===== config.mk =====
export PLATFORM = sky130hd
export DESIGN_NAME = signal_gen_sequencer
export DESIGN_NICKNAME = d
export VERILOG_FILES = /design/src/rtl/signal_gen_sequencer.sv
export SDC_FILE = /design/constraint.sdc
export NUM_CORES = 1
export LEC_CHECK = 0
export CORE_MARGIN = 8
export CORE_UTILIZATION = 54
export DETAILED_ROUTE_END_ITERATION = 16
export GPL_TIMING_DRIVEN = 0
export PLACE_DENSITY = 0.85
export SLEW_MARGIN = 20
export SYNTH_ARGS = -nofsm -noshare
export SYNTH_HDL_FRONTEND = slang
export SYNTH_SLANG_ARGS = --single-unit

===== constraint.sdc =====
create_clock -name clk_i -period 2.5 [get_ports clk_i]
set_input_delay 0.375 -clock clk_i [delete_from_list [all_inputs] [get_ports clk_i]]
set_output_delay 0.375 -clock clk_i [all_outputs]
set_load 0.01 [all_outputs]

===== src/rtl/signal_gen_sequencer.sv =====
// Run controller for a signal_generator: clears it with a one-cycle sync
// reset, then issues enable strobes every DIV+1 clocks for a programmed
// number of steps (or continuously when the step count is zero).
module signal_gen_sequencer #(
    parameter int unsigned DIV_WIDTH  = 16,
    parameter int unsigned STEP_WIDTH = 16
) (
    input  logic                  clk_i,
    input  logic                  a_rst_n_i,
    input  logic                  start_i,
    input  logic                  stop_i,
    input  logic [DIV_WIDTH-1:0]  cfg_div_i,
    input  logic [STEP_WIDTH-1:0] cfg_steps_i,
    output logic                  gen_rst_n_o,
    output logic                  gen_en_o,
    output logic                  busy_o,
    output logic                  done_o,
    output logic [STEP_WIDTH-1:0] step_cnt_o
);

    typedef enum logic [1:0] {
        S_IDLE  = 2'd0,
        S_CLEAR = 2'd1,
        S_RUN   = 2'd2,
        S_DONE  = 2'd3
    } state_t;

    state_t                r_state;
    state_t                w_state_nxt;
    logic [DIV_WIDTH-1:0]  r_div_q;
    logic [DIV_WIDTH-1:0]  w_div_nxt;
    logic [DIV_WIDTH-1:0]  r_presc;
    logic [DIV_WIDTH-1:0]  w_presc_nxt;
    logic [STEP_WIDTH-1:0] r_steps_q;
    logic [STEP_WIDTH-1:0] w_steps_nxt;
    logic [STEP_WIDTH-1:0] r_step_cnt;
    logic [STEP_WIDTH-1:0] w_step_nxt;
    logic                  r_gen_rst_n;
    logic                  w_strobe;
    logic                  w_last;

    // Strobe is decoded purely from registered state, no input feeds it
    assign w_strobe = (r_state == S_RUN) && (r_presc == r_div_q);

    // Final strobe of a finite run; zero steps means run until stopped
    assign w_last = (r_steps_q != '0) &&
                    (r_step_cnt == (r_steps_q - STEP_WIDTH'(1)));

    // Next-state and datapath update
    always_comb begin
        w_state_nxt = r_state;
        w_div_nxt   = r_div_q;
        w_steps_nxt = r_steps_q;
        w_presc_nxt = r_presc;
        w_step_nxt  = r_step_cnt;
        case (r_state)
            S_IDLE: begin
                if (start_i && !stop_i) begin
                    w_div_nxt   = cfg_div_i;
                    w_steps_nxt = cfg_steps_i;
                    w_presc_nxt = '0;
                    w_step_nxt  = '0;
                    w_state_nxt = S_CLEAR;
                end
            end
            S_CLEAR: begin
                w_state_nxt = stop_i ? S_IDLE : S_RUN;
            end
            S_RUN: begin
                if (r_presc == r_div_q) begin
                    w_presc_nxt = '0;
                end else begin
                    w_presc_nxt = r_presc + DIV_WIDTH'(1);
                end
                if (w_strobe) begin
                    w_step_nxt = r_step_cnt + STEP_WIDTH'(1);
                end
                if (stop_i) begin
                    w_state_nxt = S_IDLE;
                end else if (w_strobe && w_last) begin
                    w_state_nxt = S_DONE;
                end
            end
            S_DONE: begin
                w_state_nxt = S_IDLE;
            end
            default: begin
                w_state_nxt = S_IDLE;
            end
        endcase
    end

    // State and datapath registers; generator reset drops on entry to CLEAR
    always_ff @(posedge clk_i or negedge a_rst_n_i) begin
        if (!a_rst_n_i) begin
            r_state     <= S_IDLE;
            r_div_q     <= '0;
            r_steps_q   <= '0;
            r_presc     <= '0;
            r_step_cnt  <= '0;
            r_gen_rst_n <= 1'b0;
        end else begin
            r_state     <= w_state_nxt;
            r_div_q     <= w_div_nxt;
            r_steps_q   <= w_steps_nxt;
            r_presc     <= w_presc_nxt;
            r_step_cnt  <= w_step_nxt;
            r_gen_rst_n <= (w_state_nxt != S_CLEAR);
        end
    end

    assign gen_rst_n_o = r_gen_rst_n;
    assign gen_en_o    = w_strobe;
    assign busy_o      = (r_state != S_IDLE);
    assign done_o      = (r_state == S_DONE);
    assign step_cnt_o  = r_step_cnt;

endmodule


==> flow_metrics.tcl <==
set metrics [dict create \
    outcome "complete, no violations" \
    finalNetCount 542 \
    diodes 0 \
    clock_skew_ns 0.0124 \
    syn_area_per_cell_um2 8.62 \
    numCtsBuffers 9 \
    die_h_um 99.0 \
    ios 56 \
    drt-total-wl_um 10100 \
    antenna_found_initial 0 \
    period_needed_ns 2.40 \
    crit_arrival_ns 2.62 \
    clk_path_buf_depth 2 \
    routedWlPerCell_um 17.3 \
    drive_gt1_share_pct 7.31 \
    fin_hold_ws_ns 0.399 \
    syn_inst 432 \
    critical_path.startpoint "r_presc[10]$_DFFE_PN0P_" \
    gp_congestion 0.904 \
    drt-initial-drc-count 278 \
    cap_violations 0 \
    reg2reg_from "r_presc[10]$_DFFE_PN0P_" \
    track_usage_pct 21.4 \
    start_util_pct 55.4 \
    syn-num-nets 472 \
    cts_tree "built" \
    drcViolationCount 0 \
    max_freq_mhz 416 \
    final.period_utilization_pct 96.1 \
    rsz0062_at_grt "yes" \
    grt_overflow 0 \
    critPathLaunchType "flop" \
    synth_edf_count 0 \
    hp-class "in2async" \
    syn2layout_area_growth_pct 25.3 \
    hold_viol_final 0 \
    path_max_fanout 10 \
    power_w 0.00296 \
    critPathKind "reg2reg" \
    final_common_cell "nand2_1" \
    final_cell_mix "115 x nand2_1, 64 x dfrtp_1, 53 x clkdlybuf4s50_1" \
    fp.dieW_um 99.0 \
    cts_root_buf "clkbuf_8" \
    grt_pass1_vias 3399 \
    first_pass_iters 5 \
    postPlaceCellArea_um2 4400 \
    power.density_nw_per_um2 636 \
    worst_slew_pin_slew_ns 0.804 \
    p_leak_nw 1.99 \
    hpwl_um 7240 \
    synth_area_um2 3720 \
    final_area_um2 4660 \
    num_rows 30 \
    yosys_warnings 0 \
    vias 3468 \
    worst-r2r-cell-count 8 \
    postRouteAntennaNets 0 \
    synth-seq-cells 67 \
    seq_area_frac_synth_pct 45.0 \
    yosysUniqueCellTypes 48 \
    synthFlopType "dfrtp_1" \
    avgViaCountPerCell 5.92 \
    core-area_um2 6720 \
    async_flop_share_pct 100 \
    clock-sinks 67 \
    setup_ws_ns 0.0978 \
    h-tree-depth 3 \
    setup_tns_ns 0 \
    dieArea_um2 9810 \
    port_buffers 55 \
    preCtsSetupSlack_ns -0.000843 \
    grt_max_degree 60 \
    cp.required_ns 2.71 \
    cp-end-kind "flop" \
    clk_pin_slew_ns 0.08 \
    nFillCells 533 \
    drv_slew 0 \
    setup_violations 0 \
    relSlewSlack_pct 45.9 \
    insertion_delay_ns 0.36 \
    peakVddDrop_mv 0.418 \
    grt_pass1_wl_um 16900 \
]
==> layer usage <==
layer	wire, um	share of wire [%]	GRT usage [%]	up-vias
met3	735	7.2	3.66	14
li1	-	-	-	1637
met1	4610	45	29.8	1652
met5	0	0	0	-
met2	4640	46	32.6	165
met4	152	1.5	7.79	0
==> state kept, by name (all words and copies together), names as in the netlist <==
register,cells
gen_rst_n_o,1
r_div_q,16
r_state,2
r_steps_q,16
step_cnt_o,16
r_presc,16
==> logic make-up after synthesis <==
group,after synthesis,share of synthesized area (%)
XOR/XNOR,44,10.4
buffers and inverters,27,2.92
AO/OA/AOI/OAI,75,12.3
multiplexers,1,0.302
AND/OR/NAND/NOR,214,27.7
flip-flops,67,45.0
adder cells (fa/ha/maj),4,1.34
==> worst paths after layout <==
path | end | slack, ns
hold / removal | r_steps_q[7]$_DFFE_PN0P_ | 0.40
max in group asynchronous | r_presc[5]$_DFFE_PN0P_ | 1.58
min in group clk_i | r_div_q[5]$_DFFE_PN0P_ | 0.50
setup reg to reg | step_cnt_o[14]$_DFFE_PN0P_ | 0.1
hold reg to reg | r_div_q[5]$_DFFE_PN0P_ | 0.50
setup / recovery | step_cnt_o[14]$_DFFE_PN0P_ | 0.1
==> power by group <==
group	internal, W	switching [W]	total [W]
Combinational	0.000298	0.000346	0.000644
Sequential	0.00120	0.000126	0.00132
Clock	0.000559	0.000440	0.000999
Total	0.00205	0.000912	0.00296
==> metrics by stage <==
stage                     instances  utilization, %
after floorplan                 432               -
after global placement          567            65.1
after detailed placement        568            65.5
after CTS                       585            69.0
after global routing            586            69.4
final                           586            69.4
==> synth_stat cells (all sizes together) (10+ instances only) <==
library cell  count  share of area, %
clkbuf           13               1.3
nor3             11               1.5
xnor2            36               8.5
nor2             16               1.6
or4              10               2.1
nand4            10               1.7
o21ai            30               4.0
inv              10               1.0
nand3            14               1.9
a21oi            16               2.2
nand2           116                12
dfrtp            67                45
==> worst max-delay path: stages (launching register included) <==
cell and delay [ns]:
dfrtp_2 0.45, xnor2_1 0.15, nand4_1 0.19, nor4_4 0.37, buf_4 0.18, a21oi_1 0.23
buf_4 0.28, o31ai_1 0.29, a21oi_1 0.11
==> layout make-up <==
class / instances / area, um^2 / area share (%)
clock buffer: 9 / 124 / 2.66
timing repair buffer: 59 / 599 / 12.8
buffer: 17 / 75.1 / 1.61
multi-input combinational: 338 / 1960 / 42.0
tap: 80 / 100 / 2.15
inverter: 10 / 37.5 / 0.805
clock inverter: 6 / 90.1 / 1.93
sequential: 67 / 1680 / 36.0
==> what timing repair did <==
action                     in CTS  in global routing
setup buffers                   1                  1
hold buffers                    1                  0
resized for setup               2                 12
setup endpoints to repair       1                 10
pin swaps                       1                  3
hold endpoints to repair        8                  0
Power figures use the tool's default switching activity.
